===== config.mk =====
export PLATFORM = sky130hd
export DESIGN_NAME = dither_sequencer
export DESIGN_NICKNAME = d
export VERILOG_FILES = /design/src/rtl/dither_pkg.sv /design/src/rtl/dither_sequencer_phase_counter.sv /design/src/rtl/dither_sequencer.sv
export SDC_FILE = /design/constraint.sdc
export NUM_CORES = 1
export LEC_CHECK = 0
export CAP_MARGIN = 25
export CORE_MARGIN = 4
export CORE_UTILIZATION = 60
export CTS_BUF_LIST = sky130_fd_sc_hd__clkbuf_2
export DETAILED_ROUTE_END_ITERATION = 6
export GPL_ROUTABILITY_DRIVEN = 1
export PLACE_DENSITY = 0.94
export SLEW_MARGIN = 10
export SYNTH_ARGS = -nofsm -noshare
export SYNTH_HDL_FRONTEND = slang
export SYNTH_SLANG_ARGS = --single-unit

===== constraint.sdc =====
create_clock -name ADC_CLK -period 8 [get_ports ADC_CLK]
set_input_delay 1.2 -clock ADC_CLK [delete_from_list [all_inputs] [get_ports ADC_CLK]]
set_output_delay 1.2 -clock ADC_CLK [all_outputs]
set_load 0.005 [all_outputs]

===== src/rtl/dither_pkg.sv =====
// -----------------------------------------------------------------------------
// dither_pkg
// Shared definitions for the SPGD dither sequencer:
//   - GPIO command opcodes
//   - DAC code constants for the plus / zero / minus perturbation phases
//   - sequencer state encoding and the phase-tag encoding seen by the accumulator
//   - power-on defaults of the programmable timing registers
//   - small decode helpers mapping a state onto its DAC codes, tag and busy flag
// -----------------------------------------------------------------------------
package dither_pkg;

    // Command opcodes carried in GP_IN[30:28]
    localparam logic [2:0] OP_T_PLUS   = 3'b001;
    localparam logic [2:0] OP_T_ZERO   = 3'b010;
    localparam logic [2:0] OP_T_MINUS  = 3'b011;
    localparam logic [2:0] OP_T_SETTLE = 3'b100;
    localparam logic [2:0] OP_N_REP    = 3'b101;

    // Two's-complement full-scale codes: +max and -max, plus mid-scale zero
    localparam logic [13:0] DAC_CODE_POS  = 14'h1FFF;
    localparam logic [13:0] DAC_CODE_NEG  = 14'h2000;
    localparam logic [13:0] DAC_CODE_ZERO = 14'h0000;

    typedef enum logic [2:0] {
        ST_IDLE  = 3'd0,
        ST_PLUS  = 3'd1,
        ST_ZERO  = 3'd2,
        ST_MINUS = 3'd3,
        ST_DONE  = 3'd4
    } state_t;

    // Phase tag reported to the gradient accumulator
    localparam logic [1:0] TAG_IDLE  = 2'b00;
    localparam logic [1:0] TAG_PLUS  = 2'b01;
    localparam logic [1:0] TAG_ZERO  = 2'b10;
    localparam logic [1:0] TAG_MINUS = 2'b11;

    // Register defaults after reset
    localparam logic [23:0] DEF_T_PHASE  = 24'd1000;
    localparam logic [23:0] DEF_T_SETTLE = 24'd100;
    localparam logic [15:0] DEF_N_REP    = 16'd0;

    // Channel A drives +max in PLUS and -max in MINUS
    function automatic logic [13:0] dac_a_code(input state_t st);
        logic [13:0] code;
        case (st)
            ST_PLUS:  code = DAC_CODE_POS;
            ST_MINUS: code = DAC_CODE_NEG;
            default:  code = DAC_CODE_ZERO;
        endcase
        return code;
    endfunction

    // Channel B is the mirror of channel A
    function automatic logic [13:0] dac_b_code(input state_t st);
        logic [13:0] code;
        case (st)
            ST_PLUS:  code = DAC_CODE_NEG;
            ST_MINUS: code = DAC_CODE_POS;
            default:  code = DAC_CODE_ZERO;
        endcase
        return code;
    endfunction

    function automatic logic [1:0] phase_tag(input state_t st);
        logic [1:0] tag;
        case (st)
            ST_PLUS:  tag = TAG_PLUS;
            ST_ZERO:  tag = TAG_ZERO;
            ST_MINUS: tag = TAG_MINUS;
            default:  tag = TAG_IDLE;
        endcase
        return tag;
    endfunction

    function automatic logic is_busy(input state_t st);
        logic busy;
        case (st)
            ST_PLUS, ST_ZERO, ST_MINUS: busy = 1'b1;
            default:                    busy = 1'b0;
        endcase
        return busy;
    endfunction

endpackage


===== src/rtl/dither_sequencer_phase_counter.sv =====
// -----------------------------------------------------------------------------
// phase_counter
// Down-counter timing one dither phase. Loaded with the phase length at each
// phase boundary; both flags are registered so they line up with the state
// register of the sequencer that loads the counter on the same edge.
//   clk, rst_n   : clock, asynchronous active-low reset
//   srst         : synchronous clear (idle / done), highest priority
//   load         : start a new phase of length len (0 treated as 1)
//   enable       : advance one cycle inside the current phase
//   len, settle  : phase length and settle time
//   tc           : current cycle is the last cycle of the phase
//   past_settle  : cycles already elapsed in this phase >= settle
// -----------------------------------------------------------------------------
module phase_counter #(
    parameter int CNT_WIDTH = 24
) (
    input  logic                 clk,
    input  logic                 rst_n,
    input  logic                 srst,
    input  logic                 load,
    input  logic                 enable,
    input  logic [CNT_WIDTH-1:0] len,
    input  logic [CNT_WIDTH-1:0] settle,
    output logic                 tc,
    output logic                 past_settle
);

    localparam logic [CNT_WIDTH-1:0] CNT_ZERO = {CNT_WIDTH{1'b0}};
    localparam logic [CNT_WIDTH-1:0] CNT_ONE  = CNT_WIDTH'(1);
    localparam logic [CNT_WIDTH-1:0] CNT_TWO  = CNT_WIDTH'(2);

    logic [CNT_WIDTH-1:0] remain_r;
    logic [CNT_WIDTH-1:0] elapsed_r;
    logic                 tc_r;
    logic                 past_r;
    logic [CNT_WIDTH-1:0] load_len_s;
    logic [CNT_WIDTH:0]   elapsed_inc_s;

    // Clamp a zero length to one cycle; widen the elapsed increment so it never wraps
    always_comb begin
        if (len == CNT_ZERO) begin
            load_len_s = CNT_ONE;
        end else begin
            load_len_s = len;
        end
        elapsed_inc_s = {1'b0, elapsed_r} + {{CNT_WIDTH{1'b0}}, 1'b1};
    end

    // Remaining/elapsed counters and the registered flags for the upcoming cycle
    always_ff @(posedge clk or negedge rst_n) begin
        if (!rst_n) begin
            remain_r  <= CNT_ZERO;
            elapsed_r <= CNT_ZERO;
            tc_r      <= 1'b0;
            past_r    <= 1'b0;
        end else if (srst) begin
            remain_r  <= CNT_ZERO;
            elapsed_r <= CNT_ZERO;
            tc_r      <= 1'b0;
            past_r    <= 1'b0;
        end else if (load) begin
            remain_r  <= load_len_s;
            elapsed_r <= CNT_ZERO;
            tc_r      <= (load_len_s == CNT_ONE);
            past_r    <= (settle == CNT_ZERO);
        end else if (enable && (remain_r > CNT_ONE)) begin
            remain_r  <= remain_r - CNT_ONE;
            elapsed_r <= elapsed_inc_s[CNT_WIDTH-1:0];
            tc_r      <= (remain_r == CNT_TWO);
            past_r    <= (elapsed_inc_s >= {1'b0, settle});
        end else begin
            remain_r  <= remain_r;
            elapsed_r <= elapsed_r;
            tc_r      <= tc_r;
            past_r    <= past_r;
        end
    end

    assign tc          = tc_r;
    assign past_settle = past_r;

endmodule


===== src/rtl/dither_sequencer.sv =====
// -----------------------------------------------------------------------------
// dither_sequencer
// Drives the paired DACs through a repeating plus / zero / minus dither cycle
// for SPGD perturbation and tells the gradient accumulator when to sample.
//   ADC_CLK    : sole clock
//   ADC_RST_N  : asynchronous active-low reset
//   GP_IN      : command word [31] RUN, [30:28] opcode, [27] write toggle,
//                [23:0] payload
//   GP_OUT     : status [0] busy, [1] done, [2] werr, [5:4] phase tag,
//                [31:16] completed cycles
//   DAC_A_OUT  : channel A code (two's complement)
//   DAC_B_OUT  : channel B code (two's complement)
//   SAMPLE_EN  : ADC sample window open
//   PHASE_TAG  : 00 idle, 01 plus, 10 zero, 11 minus
// -----------------------------------------------------------------------------
module dither_sequencer
    import dither_pkg::*;
#(
    parameter int GPIO_WIDTH = 32,
    parameter int DAC_WIDTH  = 14,
    parameter int CNT_WIDTH  = 24,
    parameter int REP_WIDTH  = 16
) (
    input  logic                  ADC_CLK,
    input  logic                  ADC_RST_N,
    input  logic [GPIO_WIDTH-1:0] GP_IN,
    output logic [GPIO_WIDTH-1:0] GP_OUT,
    output logic [DAC_WIDTH-1:0]  DAC_A_OUT,
    output logic [DAC_WIDTH-1:0]  DAC_B_OUT,
    output logic                  SAMPLE_EN,
    output logic [1:0]            PHASE_TAG
);

    logic [GPIO_WIDTH-1:0] gp_meta_r;
    logic [GPIO_WIDTH-1:0] gp_sync_r;

    logic                  run_s;
    logic [2:0]            op_s;
    logic                  tog_s;
    logic [CNT_WIDTH-1:0]  payload_s;
    logic                  unused_gp_s;

    logic                  tog_r;
    logic                  werr_r;
    logic [CNT_WIDTH-1:0]  t_plus_r;
    logic [CNT_WIDTH-1:0]  t_zero_r;
    logic [CNT_WIDTH-1:0]  t_minus_r;
    logic [CNT_WIDTH-1:0]  t_settle_r;
    logic [REP_WIDTH-1:0]  n_rep_r;

    logic                  wr_edge_s;
    logic                  op_valid_s;
    logic [CNT_WIDTH-1:0]  t_plus_nxt_s;
    logic [CNT_WIDTH-1:0]  t_zero_nxt_s;
    logic [CNT_WIDTH-1:0]  t_minus_nxt_s;
    logic [CNT_WIDTH-1:0]  t_settle_nxt_s;
    logic [REP_WIDTH-1:0]  n_rep_nxt_s;

    state_t                state_r;
    state_t                state_nxt_s;
    logic [REP_WIDTH-1:0]  completed_r;
    logic [REP_WIDTH-1:0]  completed_nxt_s;
    logic [REP_WIDTH-1:0]  completed_inc_s;
    logic                  last_rep_s;
    logic [DAC_WIDTH-1:0]  dac_a_r;
    logic [DAC_WIDTH-1:0]  dac_b_r;
    logic [1:0]            tag_r;
    logic                  busy_r;
    logic                  done_r;

    logic                  cnt_clear_s;
    logic                  cnt_load_s;
    logic                  cnt_en_s;
    logic [CNT_WIDTH-1:0]  cnt_len_s;
    logic                  cnt_tc_s;
    logic                  cnt_past_settle_s;

    logic [GPIO_WIDTH-1:0] status_s;

    // Two-flop synchroniser for the whole GPIO command word
    always_ff @(posedge ADC_CLK or negedge ADC_RST_N) begin
        if (!ADC_RST_N) begin
            gp_meta_r <= {GPIO_WIDTH{1'b0}};
            gp_sync_r <= {GPIO_WIDTH{1'b0}};
        end else begin
            gp_meta_r <= GP_IN;
            gp_sync_r <= gp_meta_r;
        end
    end

    assign run_s       = gp_sync_r[31];
    assign op_s        = gp_sync_r[30:28];
    assign tog_s       = gp_sync_r[27];
    assign payload_s   = gp_sync_r[CNT_WIDTH-1:0];
    assign unused_gp_s = ^gp_sync_r[26:24];

    // Write decode; the *_nxt values let a write that coincides with RUN feed this run
    always_comb begin
        wr_edge_s      = tog_s ^ tog_r;
        op_valid_s     = 1'b0;
        t_plus_nxt_s   = t_plus_r;
        t_zero_nxt_s   = t_zero_r;
        t_minus_nxt_s  = t_minus_r;
        t_settle_nxt_s = t_settle_r;
        n_rep_nxt_s    = n_rep_r;
        if (wr_edge_s && !busy_r) begin
            case (op_s)
                OP_T_PLUS: begin
                    t_plus_nxt_s = payload_s;
                    op_valid_s   = 1'b1;
                end
                OP_T_ZERO: begin
                    t_zero_nxt_s = payload_s;
                    op_valid_s   = 1'b1;
                end
                OP_T_MINUS: begin
                    t_minus_nxt_s = payload_s;
                    op_valid_s    = 1'b1;
                end
                OP_T_SETTLE: begin
                    t_settle_nxt_s = payload_s;
                    op_valid_s     = 1'b1;
                end
                OP_N_REP: begin
                    n_rep_nxt_s = payload_s[REP_WIDTH-1:0];
                    op_valid_s  = 1'b1;
                end
                default: begin
                    op_valid_s = 1'b0;
                end
            endcase
        end else begin
            op_valid_s = 1'b0;
        end
    end

    // Configuration registers, write toggle capture and write-error flag
    always_ff @(posedge ADC_CLK or negedge ADC_RST_N) begin
        if (!ADC_RST_N) begin
            tog_r      <= 1'b0;
            werr_r     <= 1'b0;
            t_plus_r   <= DEF_T_PHASE;
            t_zero_r   <= DEF_T_PHASE;
            t_minus_r  <= DEF_T_PHASE;
            t_settle_r <= DEF_T_SETTLE;
            n_rep_r    <= DEF_N_REP;
        end else begin
            // Capturing every cycle equals capturing only on a difference
            tog_r      <= tog_s;
            t_plus_r   <= t_plus_nxt_s;
            t_zero_r   <= t_zero_nxt_s;
            t_minus_r  <= t_minus_nxt_s;
            t_settle_r <= t_settle_nxt_s;
            n_rep_r    <= n_rep_nxt_s;
            if (wr_edge_s && busy_r) begin
                werr_r <= 1'b1;
            end else if (op_valid_s) begin
                werr_r <= 1'b0;
            end else begin
                werr_r <= werr_r;
            end
        end
    end

    // Next-state, completed-cycle count and phase counter control
    always_comb begin
        completed_inc_s = completed_r + REP_WIDTH'(1);
        last_rep_s      = (n_rep_r != {REP_WIDTH{1'b0}}) && (completed_inc_s == n_rep_r);
        state_nxt_s     = state_r;
        completed_nxt_s = completed_r;
        cnt_clear_s     = 1'b0;
        cnt_load_s      = 1'b0;
        cnt_en_s        = 1'b0;
        cnt_len_s       = t_plus_nxt_s;
        if (!run_s) begin
            state_nxt_s = ST_IDLE;
            cnt_clear_s = 1'b1;
        end else begin
            case (state_r)
                ST_IDLE: begin
                    state_nxt_s     = ST_PLUS;
                    completed_nxt_s = {REP_WIDTH{1'b0}};
                    cnt_load_s      = 1'b1;
                    cnt_len_s       = t_plus_nxt_s;
                end
                ST_PLUS: begin
                    if (cnt_tc_s) begin
                        state_nxt_s = ST_ZERO;
                        cnt_load_s  = 1'b1;
                        cnt_len_s   = t_zero_r;
                    end else begin
                        cnt_en_s = 1'b1;
                    end
                end
                ST_ZERO: begin
                    if (cnt_tc_s) begin
                        state_nxt_s = ST_MINUS;
                        cnt_load_s  = 1'b1;
                        cnt_len_s   = t_minus_r;
                    end else begin
                        cnt_en_s = 1'b1;
                    end
                end
                ST_MINUS: begin
                    if (cnt_tc_s) begin
                        completed_nxt_s = completed_inc_s;
                        if (last_rep_s) begin
                            state_nxt_s = ST_DONE;
                            cnt_clear_s = 1'b1;
                        end else begin
                            state_nxt_s = ST_PLUS;
                            cnt_load_s  = 1'b1;
                            cnt_len_s   = t_plus_r;
                        end
                    end else begin
                        cnt_en_s = 1'b1;
                    end
                end
                ST_DONE: begin
                    cnt_clear_s = 1'b1;
                end
                default: begin
                    state_nxt_s = ST_IDLE;
                    cnt_clear_s = 1'b1;
                end
            endcase
        end
    end

    // Sequencer FSM; outputs are registered from the next state so they align with it
    always_ff @(posedge ADC_CLK or negedge ADC_RST_N) begin
        if (!ADC_RST_N) begin
            state_r     <= ST_IDLE;
            completed_r <= {REP_WIDTH{1'b0}};
            dac_a_r     <= {DAC_WIDTH{1'b0}};
            dac_b_r     <= {DAC_WIDTH{1'b0}};
            tag_r       <= TAG_IDLE;
            busy_r      <= 1'b0;
            done_r      <= 1'b0;
        end else begin
            state_r     <= state_nxt_s;
            completed_r <= completed_nxt_s;
            dac_a_r     <= dac_a_code(state_nxt_s);
            dac_b_r     <= dac_b_code(state_nxt_s);
            tag_r       <= phase_tag(state_nxt_s);
            busy_r      <= is_busy(state_nxt_s);
            done_r      <= (state_nxt_s == ST_DONE);
        end
    end

    phase_counter #(
        .CNT_WIDTH (CNT_WIDTH)
    ) u_phase_counter (
        .clk         (ADC_CLK),
        .rst_n       (ADC_RST_N),
        .srst        (cnt_clear_s),
        .load        (cnt_load_s),
        .enable      (cnt_en_s),
        .len         (cnt_len_s),
        .settle      (t_settle_nxt_s),
        .tc          (cnt_tc_s),
        .past_settle (cnt_past_settle_s)
    );

    // Status word assembled purely from registers
    always_comb begin
        status_s        = {GPIO_WIDTH{1'b0}};
        status_s[0]     = busy_r;
        status_s[1]     = done_r;
        status_s[2]     = werr_r;
        status_s[5:4]   = tag_r;
        status_s[31:16] = completed_r[15:0];
    end

    assign GP_OUT    = status_s;
    assign DAC_A_OUT = dac_a_r;
    assign DAC_B_OUT = dac_b_r;
    assign SAMPLE_EN = cnt_past_settle_s;
    assign PHASE_TAG = tag_r;

endmodule


==> impl_metrics.csv <==
group,metric,value,unit
routing,ant_nets,0,
final_layout,final_core_util,68.5,%
final_layout,drive_gt1_share,17.2,%
timing,fin_skew,0.0481,ns
synthesis,synthCells,1216,
timing,setup_viol,0,
final_layout,ff_latch_area,6210,um2
place,place_hpwl,20700,um
synthesis,synth_warnings,0,
synthesis,seq_area_frac_synth,48.9,%
grt,grt_pass1_vias,10024,
cts,cts_root_buf,"clkbuf_2",
cts,cts_buffer_depth,3,
synthesis,synth_area_leaders,"dfrtp_1 (45%), mux2_2 (6.7%), dfstp_2 (4.3%), xor2_1 (4.0%), nor2_1 (3.2%)",
grt,gr-total-overflow,0,
synthesis,syn-cell-area,12700,um2
timing,final-hold-violation-count,0,
worst_setup_path,crit_type,"reg -> reg",
routing,first_pass_iters,5,
timing,final.setup.tns,0,ns
worst_setup_path,end_kind,"register",
synthesis,synthFlopType,"dfrtp_1",
routing,initialDrtViolationCount,1190,
synthesis,synth.distinct_cells,74,
floorplan,io-pin-count,97,
pwr,seqPwrFrac,51.0,%
synthesis,synth-seq-cells,247,
timing,max-slew-margin-rel,37.1,%
floorplan,rows,52,
worst_setup_path,ff2ff_setup_slack,3.77,ns
worst_setup_path,crit_start,"gp_sync_r[27]",
floorplan,initial_core_util,61.9,%
final_layout,multi_input_area,5800,um2
cts,post_cts_buffers,0,
timing,slew_viol_final,0,
synthesis,async_flop_share,100,%
timing,min_period_over_period,52.9,%
final_layout,layout_common_cells,"dfrtp_1 (226), nor2_1 (107), nand2_1 (90), clkbuf_2 (87), clkdlybuf4s50_1 (81)",
worst_setup_path,cp.required,8.78,ns
synthesis,yosys.area.top_type,"dfrtp_1",
final_layout,fillers,1425,
pwr,ir_worst_vdd,0.157,mV
cts,cts.sinks,247,
pwr,leakage,0.00659,uW
pwr,combPwrFrac,23.2,%
cts,cts_buffers,59,
worst_setup_path,startpoint_type,"register",
worst_setup_path,regToRegEndpoint,"u_phase_counter.past_settle",
grt,track_usage,26.4,%
final_layout,finish.instance_area,14000,um2
pwr,switchingPower,1080,uW
floorplan,die_area,23500,um2
pwr,internal_power,2100,uW
routing,drc_errors,0,
timing,hold_ws,0.306,ns
worst_setup_path,worstPathMaxFanout,24,
cts,cts_htree_levels,2,
timing,worst_pin_slew,0.943,ns
floorplan,die_w,153,um
routing,viasPerCell,6.22,
job,cap_viol_max_count,0,
cts,holdBufCountCts,0,
place,dpl_cell_area,13500,um2
routing,post_drt_wl_per_cell,19.6,um
final_layout,layout_commonest_cell,"dfrtp_1",
timing,rsz0062_at_grt,"no",
timing,period_needed,4.23,ns
timing,setup_slack,3.77,ns
final_layout,nets,1350,
pwr,switching_share,34.0,%
grt,antenna_found_initial,0,
routing,drt_wl_total,31400,um
floorplan,die-height,153,um
synthesis,avgSynthCellArea,10.4,um2
synthesis,yosysTopAreaCellShare,44.5,%
cts,cts_tree,"built",
pwr,p_per_area,226,nW/um2
status,status,"finished, final reports clean",
floorplan,core_area,20500,um2
worst_setup_path,r2r_cells,17,
synthesis,synth_edf_count,0,
cts,cts.repair.resized,0,
grt,grt_pass1_wl,51200,um
place,port_buffers,82,
worst_setup_path,critPathArrivalTime,5.01,ns
cts,clk_pin_slew,0.13,ns
timing,timing.fmax,236,MHz
final_layout,area_delta_synth_final,10.5,%
min_path,hold_path.class,"in -> async",
grt,grt_max_degree,105,
worst_setup_path,r2r-start,"gp_sync_r[27]",
cts,worstSkewPairLatency,0.89,ns
place,place_congestion,0.943,
pwr,power.share.clock,25.7,%
routing,vias,9995,
place,place_ws,3.91,ns
-- stage by stage --
step           total power (uW)  cells
6_report                   3170   1607
4_1_cts                    3170   1605
5_1_grt                    3350   1606
3_3_place_gp               2290   1495
3_5_place_dp               2350   1495
2_1_floorplan              2120   1226
-- routing by layer --
layer	wire (um)	track usage (%)	vias to the layer above
met1	12400	34.9	4873
met4	1080	10.3	0
met3	2970	6.28	105
li1	-	-	4456
met5	0	0	-
met2	15000	42.6	561
-- state kept, by name, summed over array words and instances, names as in the netlist, 2 cells and up --
signal	cells
n_rep_r	16
u_phase_counter.elapsed_r	24
gp_sync_r	29
t_zero_r	24
u_phase_counter.remain_r	24
completed_r	16
state_r	3
t_minus_r	24
gp_meta_r	29
PHASE_TAG	2
t_plus_r	24
t_settle_r	24
-- critical path, cell delays in order (launching register included) --
cell and delay [ns]:
dfrtp_1 0.41, xor2_1 0.39, nor3b_1 0.33, nand3b_1 0.12, buf_4 0.27, mux2i_1 0.37
ha_1 0.31, nor2b_1 0.16, o21a_1 0.20, o21a_1 0.18, o21a_1 0.18, o21ai_0 0.18
a211oi_1 0.12, o31ai_1 0.29, a21oi_1 0.13, o221ai_1 0.19, nand3_1 0.10, a22o_1 0.20
-- power by group through the flow --
stage	clock network, uW	registers, uW	logic, uW
after floorplan	0	1580	542
after global placement	0	1610	676
after detailed placement	0	1630	715
after CTS	831	1610	728
after global routing	905	1640	811
final	817	1620	737
-- logic make-up (layout without fill, tap and decap cells) --
group	count (synthesis)	in the layout	synth area share [%]
other	1	12	0.0295
buffers and inverters	146	256	5.81
AOI/OAI and AO/OA	227	227	11.9
xor gates and xnor gates	92	92	6.35
adders and majority gates	29	29	2.86
DFF	247	247	48.9
muxes	113	113	9.65
and+or+nand+nor	361	361	14.5
-- synthesized netlist by cell type, drive strengths merged, types with 34 or more instances --
cell	count
dfrtp	226
nor2	109
nand2	90
mux2	75
a21oi	70
buf	58
xor2	58
inv	46
o21ai	45
clkbuf	41
mux2i	38
xnor2	34
-- final cells by class --
| class | count | share of cell area (%) |
|---|---|---|
| repair buffers | 99 | 6.94 |
| diodes | 1 | 0.0178 |
| well taps | 270 | 2.41 |
| multi-input cells | 833 | 41.3 |
| flip-flops and latches | 247 | 44.2 |
| clock buffers | 87 | 3.10 |
| clock inverters | 23 | 0.696 |
| inverters | 47 | 1.26 |
-- how the worst max path moves through the flow --
stage | endpoint | slack [ns]
floorplan | u_phase_counter.past_settle | 4.28
global placement | u_phase_counter.past_settle | 4.07
detailed placement | u_phase_counter.past_settle | 3.91
CTS | u_phase_counter.past_settle | 3.81
global route | u_phase_counter.past_settle | 3.51
finish | u_phase_counter.past_settle | 3.77
Note: power is estimated with default switching activity, not from simulation.
